[src/rtl/decoder_pkg.sv]
// Shared types and widths for the registered 2-to-4 decoder.
// Imported by decoder2to4_comb and decoder2to4_hold.
package decoder_pkg;

  typedef enum logic {
    IDLE = 1'b0,
    HOLD = 1'b1
  } dec_state_t;

  localparam int DEC_IN_W  = 2;
  localparam int DEC_OUT_W = 4;

endpackage

[src/rtl/decoder2to4_comb.sv]
// Purely combinational 2-to-4 one-hot decode.
// A[1] is the MSB; output is always exactly one-hot.
module decoder2to4_comb
  import decoder_pkg::*;
(
  input  logic [DEC_IN_W-1:0]  a,
  output logic [DEC_OUT_W-1:0] y
);

  always_comb begin
    y = '0;
    unique case (1'b1)
      (a == 2'd0): y = 4'b0001;
      (a == 2'd1): y = 4'b0010;
      (a == 2'd2): y = 4'b0100;
      (a == 2'd3): y = 4'b1000;
      default:     y = '0;
    endcase
  end

endmodule

[src/rtl/decoder2to4_hold.sv]
// Registered 2-to-4 decoder holding Y for HOLD_CYCLES, then pulsing done.
// Optional accepted-code counter enabled by macro DECODER_EVTCNT_EN.
module decoder2to4_hold
  import decoder_pkg::*;
#(
  parameter int HOLD_CYCLES = 4,
  parameter int CNT_W       = 8
) (
  input  logic                 clk,
  input  logic                 rst_n,
  input  logic                 en,
  input  logic                 in_valid,
  output logic                 in_ready,
  input  logic [DEC_IN_W-1:0]  A,
  output logic [DEC_OUT_W-1:0] Y,
  output logic                 busy,
  output logic                 done
`ifdef DECODER_EVTCNT_EN
  ,
  output logic [CNT_W-1:0]     evt_count
`endif
);

  localparam int HW = $clog2(HOLD_CYCLES + 1);
  localparam logic [HW-1:0] HOLD_INIT = HW'(HOLD_CYCLES - 1);

  if (HOLD_CYCLES < 1 || HOLD_CYCLES > 255) begin : g_bad_hold
    $error("HOLD_CYCLES out of range 1..255");
  end
  if (CNT_W < 1) begin : g_bad_cnt
    $error("CNT_W must be at least 1");
  end

  dec_state_t state_q;
  dec_state_t state_d;
  logic [HW-1:0] cnt_q;
  logic [HW-1:0] cnt_d;
  logic [DEC_OUT_W-1:0] dec_y;
  logic [DEC_OUT_W-1:0] y_d;
  logic busy_d;
  logic done_d;
  logic accept;

  decoder2to4_comb u_comb (
    .a (A),
    .y (dec_y)
  );

  // Ready is forced low while reset is held.
  assign in_ready = (state_q == IDLE) & en & rst_n;
  assign accept   = in_valid & in_ready;

  always_comb begin
    state_d = state_q;
    cnt_d   = cnt_q;
    y_d     = Y;
    busy_d  = busy;
    done_d  = 1'b0;
    unique case (state_q)
      IDLE: begin
        y_d    = '0;
        busy_d = 1'b0;
        if (accept) begin
          y_d     = dec_y;
          cnt_d   = HOLD_INIT;
          busy_d  = 1'b1;
          state_d = HOLD;
        end
      end
      HOLD: begin
        if (!en) begin
          y_d     = '0;
          busy_d  = 1'b0;
          cnt_d   = '0;
          state_d = IDLE;
        end else if (cnt_q != '0) begin
          cnt_d = cnt_q - 1'b1;
        end else begin
          y_d     = '0;
          busy_d  = 1'b0;
          done_d  = 1'b1;
          state_d = IDLE;
        end
      end
      default: begin
        y_d     = '0;
        busy_d  = 1'b0;
        cnt_d   = '0;
        state_d = IDLE;
      end
    endcase
  end

  always_ff @(posedge clk or negedge rst_n) begin
    if (!rst_n) begin
      state_q <= IDLE;
      cnt_q   <= '0;
      Y       <= '0;
      busy    <= 1'b0;
      done    <= 1'b0;
    end else begin
      state_q <= state_d;
      cnt_q   <= cnt_d;
      Y       <= y_d;
      busy    <= busy_d;
      done    <= done_d;
    end
  end

`ifdef DECODER_EVTCNT_EN
  logic [CNT_W-1:0] evt_q;

  // Saturates rather than wraps; aborted holds still count.
  always_ff @(posedge clk or negedge rst_n) begin
    if (!rst_n) begin
      evt_q <= '0;
    end else if (accept && (evt_q != '1)) begin
      evt_q <= evt_q + 1'b1;
    end
  end

  assign evt_count = evt_q;
`endif

endmodule

[config.mk]
export PLATFORM = sky130hd
export DESIGN_NAME = decoder2to4_hold
export DESIGN_NICKNAME = d
export VERILOG_FILES = /design/src/rtl/decoder_pkg.sv /design/src/rtl/decoder2to4_comb.sv /design/src/rtl/decoder2to4_hold.sv
export SDC_FILE = /design/constraint.sdc
export NUM_CORES = 1
export LEC_CHECK = 0
export ABC_AREA = 1
export BUFFER_PORTS_ARGS = -buffer_cell sky130_fd_sc_hd__buf_2
export CORE_AREA = 2 2 39 41
export DETAILED_ROUTE_END_ITERATION = 10
export DIE_AREA = 0 0 41 43
export GPL_ROUTABILITY_DRIVEN = 1
export GPL_TIMING_DRIVEN = 0
export HOLD_SLACK_MARGIN = 0.08
export PLACE_DENSITY = 0.55
export SETUP_SLACK_MARGIN = 0.05
export SYNTH_ARGS = -nofsm -noshare
export SYNTH_HDL_FRONTEND = slang
export SYNTH_SLANG_ARGS = --single-unit
export TNS_END_PERCENT = 20
[constraint.sdc]
create_clock -name clk -period 1.3 [get_ports clk]
set_input_delay 0.26 -clock clk [delete_from_list [all_inputs] [get_ports clk]]
set_output_delay 0.26 -clock clk [all_outputs]
set_load 0.05 [all_outputs]
# Word-level counts from Yosys, hierarchy flattened
# Index checks and enable logic that the tools add are counted.
[classes] eq_ne=6 n_bitwise=4 add_sub_neg=1 reduce_logical=3 n_mux=19
[ops] cell="case mux 4 bit (4 select lines)" count=1
[ops] cell="two-way mux 4 bit" count=3
[ops] cell="two-way mux 3 bit" count=3
[ops] cell="two-way mux 1 bit" count=8
[ops] cell="case mux 4 bit (2 select lines)" count=1
[ops] cell="case mux 3 bit (2 select lines)" count=1
[ops] cell="equality test 2 bit (second input constant)" count=2
[ops] cell="case mux 1 bit (2 select lines)" count=2
[ops] cell="AND 1 bit" count=3
[ops] cell="inequality test 3 x 2 -> 1 bit (second input constant)" count=1
[ops] cell="inequality test 3 bit (second input constant)" count=1
[ops] cell="nonzero test 3 bit" count=1
[ops] cell="subtractor 3 x 1 -> 3 bit (second input constant)" count=1
[ops] cell="equality test 2 x 1 -> 1 bit (second input constant)" count=1
[ops] cell="logical NOT 2 bit" count=1
[ops] cell="inequality test 2 bit (second input constant)" count=1
[ops] cell="AND reduction 2 bit" count=1
[ops] cell="NOT 1 bit" count=1
[totals] word_cells=38 register_bits=10 inputBits=6

# Depth between registers and ports, before layout
[depth] depth_word=6 depth_mapped=8 mapped_depth_nobuf=8

# Hierarchy
# Synthesis repeated with hierarchy kept, for this count alone.
[hier_totals] hier_cells=60 area_unflattened_um2=471.7
[by_module_without_submodules] mod="decoder2to4_hold" area_per_inst_um2=445.4 cells_each=53 seq_area_each_um2=250.2 instances=1
[by_module_without_submodules] mod="decoder2to4_comb" area_per_inst_um2=26.3 cells_each=7 seq_area_each_um2=0.0 instances=1

# Least setup slack after synthesis
# OpenSTA, ideal clock, no wires.
[synth_path] kind="flip-flop to output port" start="register state_q" end="output in_ready" slack_ns=-0.042 t_required_ns=1.040 t_arrival_ns=1.082 path_stages_with_launch=2 path_cell_list="dfrtp_1 > nor2_1"
[synth_between] elab_chain_cells=3
[synth_rtl] item="from (decl)" line="decoder2to4_hold.sv:34" source="dec_state_t state_q;"
[synth_rtl] item="from (signal assigned)" line="decoder2to4_hold.sv:102" source="state_q <= state_d;"
[synth_rtl] item="NOT 1 bit"
[synth_rtl] item="AND 1 bit (2 in series)" line="decoder2to4_hold.sv:50" source="assign in_ready = (state_q == IDLE) & en & rst_n;"
[synth_rtl] item="to (decl)" line="decoder2to4_hold.sv:13" source="output logic in_ready,"
# Every way passes these cells.

# Final worst setup path
[layout_path] start="register cnt_q[1]" end="register cnt_q[1]"
[layout_between] elab_chain_cells=4
[layout_rtl] item="from (decl)" line="decoder2to4_hold.sv:36" source="logic [HW-1:0] cnt_q;"
[layout_rtl] item="from (signal assigned)" line="decoder2to4_hold.sv:103" source="cnt_q <= cnt_d;"
[layout_rtl] item="subtractor 3 x 1 -> 3 bit" line="decoder2to4_hold.sv:77" source="cnt_d = cnt_q - 1'b1;"
[layout_rtl] item="two-way mux 3 bit" line="decoder2to4_hold.sv:76" source="end else if (cnt_q != '0) begin"
[layout_rtl] item="two-way mux 3 bit" line="decoder2to4_hold.sv:71" source="if (!en) begin"
[layout_rtl] item="case mux 3 bit (2 select lines)" line="decoder2to4_hold.sv:59" source="unique case (state_q)"
# Parallel ways exist; a longest one is shown, timed or not. The select of a mux whose other input is x is not followed.
# A chain may end at the register's enable or synchronous reset.

==> reports/qor.tcl <==
set qor(status) {finished clean}
set qor(ios) 13
set qor(synth.net_count) 63
set qor(grtUsageTotal_pct) 13.8
set qor(timing.final.crit_share_pct) 97.3
set qor(leading_area_contributor_after_synthesis) {sky130_fd_sc_hd__dfrtp_1}
set qor(synth-main-ff-cell) {sky130_fd_sc_hd__dfrtp_1}
set qor(globalRoute.busiestLayer) {met2}
set qor(global_route_wire_length_before_repair_um) 1520
set qor(die_area_sq_mm) 0.00176
set qor(die_width_um) 41
set qor(worst_hold_path.num_cells) 3
set qor(leakage_uw) 0.000360
set qor(crit_path_max_incr_delay_ps) 380
set qor(syn-instance-count) 55
set qor(edff_count_synth) 0
set qor(final_net_count) 84
set qor(dp_hpwl_um) 626
set qor(ir_worst_vdd_v) 0.000607
set qor(endpoint_kind) {flop}
set qor(rows) 14
set qor(crit_path_cell_trace) {inv_1 -> ha_2 -> ha_4 -> nand3_2 -> nand2_2 -> nand2_2 -> nand2_1 -> nand2_1}
set qor(yosys.area.top_type_share_pct) 54.2
set qor(grt_antenna_before_repair) 0
set qor(detail_route.drc_violations) 0
set qor(clock_tree.root_cell) {sky130_fd_sc_hd__clkbuf_4}
set qor(postLayoutCoreUtil_pct) 46.7
set qor(timing.critical_path.slowest_stage_cell) {sky130_fd_sc_hd__dfrtp_1}
set qor(io_buf_count) 12
set qor(critical_path_class) {flop to flop}
set qor(worst_pin_slew_ps) 453
set qor(power.density_cell_area_mw_per_mm2) 1380
set qor(antenna_cells_inserted) 0
set qor(chipHeight_um) 43
set qor(max_clock_freq_mhz) 791
set qor(final.min_clock_period_ps) 1270
set qor(worst_ep_required_time_ps) 1460
set qor(final.setup.tns_ps) 0
set qor(post_cts_clock_slew_at_the_launch_and_capture_registers_of_the_worst_setup_and_hold_paths_ps) 70
set qor(synthMuxAreaShare_pct) 0
set qor(overflow) 0
set qor(drive_above_1_share_pct) 37.3
set qor(synth-seq-cells) 10
set qor(area_delta_synth_final_pct) 39.8
set qor(cts_tree) {built}
set qor(share_of_the_synthesized_area_in_compound_gates_ao_oa_aoi_oai_pct) 7.59
set qor(global_route.usage.met3_pct) 4.71
set qor(synth_cell_types) 9
set qor(drt_first_iter_violations) 5
set qor(clkSinkCount) 10
set qor(firstDrtPassIters) 2
set qor(synth_top_cells_by_area) {sky130_fd_sc_hd__dfrtp_1, sky130_fd_sc_hd__nand2_1, sky130_fd_sc_hd__o21ai_0, sky130_fd_sc_hd__inv_1, sky130_fd_sc_hd__ha_1}
set qor(layout.filler_cells) 150
set qor(synthTopCellsByCount) {sky130_fd_sc_hd__nand2_1, sky130_fd_sc_hd__dfrtp_1, sky130_fd_sc_hd__inv_1, sky130_fd_sc_hd__o21ai_0, sky130_fd_sc_hd__nand3_1}
set qor(r2r_cells) 8
set qor(type_of_the_most_critical_hold_path) {input port to flop}
set qor(avgRoutedWirePerCell_um) 10.3
set qor(yosys.area_share.simple_pct) 26.3
set qor(grt_util_met2_pct) 18.4
set qor(main_combinational_cell_family_by_area_after_synthesis) {simple AND/OR/NAND/NOR gates}
set qor(cp_max_fo) 4
set qor(clock_skew_ps) 1.80
set qor(yosysWarningCount) 0
set qor(cp_data_arrival_time_ps) 1430
set qor(drt-vias-per-instance) 4.60
set qor(slew-limit-headroom_pct) 69.7
set qor(final_wtd_congestion) 0.735
set qor(timing.critical_path.buf_inv) 1
set qor(initial_util_pct) 33.4
set qor(synthesis.area_sq_um) 462
set qor(route.antenna.remaining_nets) 0
set qor(via_count_of_the_first_global_routing_pass) 376
set qor(area.sequential_sq_um) 251
set qor(synthXorXnorAreaFrac_pct) 0
set qor(postRouteWirelength_um) 936
set qor(final-max-slew-violation-count) 0
set qor(yosys.area_share.adder_pct) 5.42
set qor(global_route.usage.met1_pct) 16.6
set qor(finalSetupViolations) 0
set qor(core_ar_sq_mm) 0.00138
set qor(synthArstFlopShare_pct) 100
set qor(vias) 419
set qor(numCtsBuffers) 3
set qor(synth_most_common_cell) {sky130_fd_sc_hd__nand2_1}
set qor(cp_num_cells) 8
set qor(synthesis.area_per_instance_sq_um) 8.39
set qor(clock_path_buffers) 2
set qor(grt_max_degree) 11
set qor(maxCapViolCount) 0
set qor(timing.critical_path.from_type) {flop}
set qor(multiInputGateArea_sq_um) 209
set qor(worstSkewPairLatency_ps) 270
set qor(grt_setup_unrepaired) {yes}
set qor(synth.yosys.seq_area_share_pct) 54.2
set qor(cp_top_family) {flip-flops}
set qor(report.final.hold_viol_count) 0
set qor(htree_depth) 1
-- per-stage QoR --
step / cell area [sq um] / worst slack [ps] / instances / hold slack [ps] / power, uW
floorplan: 464 / 67.7 / 55 / -35.6 / 492
global placement: 544 / -60.9 / 83 / 149 / 536
finish: 646 / 35.0 / 91 / 272 / 891
CTS: 638 / 21.9 / 90 / 266 / 891
global route: 646 / -61.0 / 91 / 289 / 958
detailed placement: 544 / -74.7 / 83 / 150 / 542
-- report_power, final --
group / internal (uW) / switching, uW
sequential: 345 / 16.6
combinational: 111 / 136
clock: 170 / 113
-- cell usage in the layout, fill, tap and decap left out --
cell / instances
sky130_fd_sc_hd__o21ai_0: 7
sky130_fd_sc_hd__ha_2: 1
sky130_fd_sc_hd__clkbuf_8: 1
sky130_fd_sc_hd__nand2_2: 2
sky130_fd_sc_hd__clkbuf_4: 3
sky130_fd_sc_hd__buf_4: 3
sky130_fd_sc_hd__nor2_2: 2
sky130_fd_sc_hd__nand3_2: 1
sky130_fd_sc_hd__inv_1: 8
sky130_fd_sc_hd__nand3_1: 3
sky130_fd_sc_hd__nand4_2: 1
sky130_fd_sc_hd__dfrtp_2: 1
sky130_fd_sc_hd__buf_6: 1
sky130_fd_sc_hd__ha_4: 1
sky130_fd_sc_hd__dfrtp_1: 9
sky130_fd_sc_hd__dlygate4sd3_1: 1
sky130_fd_sc_hd__buf_2: 11
sky130_fd_sc_hd__nor2_1: 1
sky130_fd_sc_hd__nand2_1: 18
-- logic make-up after synthesis --
group | Yosys count
buf+inv | 8
fa+ha+maj | 2
simple gates | 28
flops | 10
compound gates | 7
-- per-layer routing --
| metal | vias to the layer above | wire [um] |
|---|---|---|
| met3 | 5 | 34 |
| li1 | 217 | - |
| met1 | 190 | 446 |
| met2 | 7 | 415 |
| met5 | - | 0 |
| met4 | 0 | 40 |
-- worst min-delay path, cell delays in order --
cell and delay [ps]:
sky130_fd_sc_hd__buf_2 110, sky130_fd_sc_hd__nand2_1 50, sky130_fd_sc_hd__o21ai_0 70
-- timing repair --
item,4_1_cts,5_1_grt
endpoints found under the hold margin,10,0
resized for setup,9,0
pin swaps,1,3
cloned,0,0
hold buffers,1,0
endpoints found under the setup margin,7,8
buffers inserted,2,1
-- registers in the layout, indices dropped and copies added (netlist names) --
signal,cells
Y,4
cnt_q,3
busy,1
done,1
state_q,1
-- layout make-up --
class / count / area share [%]
Timing Repair Buffer: 16 / 15.3
Tap cell: 16 / 3.10
Sequential cell: 10 / 39.0
Multi-Input combinational cell: 37 / 32.4
Inverter: 8 / 4.65
Clock buffer: 4 / 5.62
-- worst paths after layout --
path | startpoint | to | slack [ps]
max | cnt_q[1] | cnt_q[1] | 30
min | A[0] | Y[1] | 270
max reg2reg | cnt_q[1] | cnt_q[1] | 30
min reg2reg | busy | busy | 480
max in group asynchronous | rst_n | state_q | 440
min in group asynchronous | rst_n | Y[2] | 520
(Power assumes the default switching activity.)
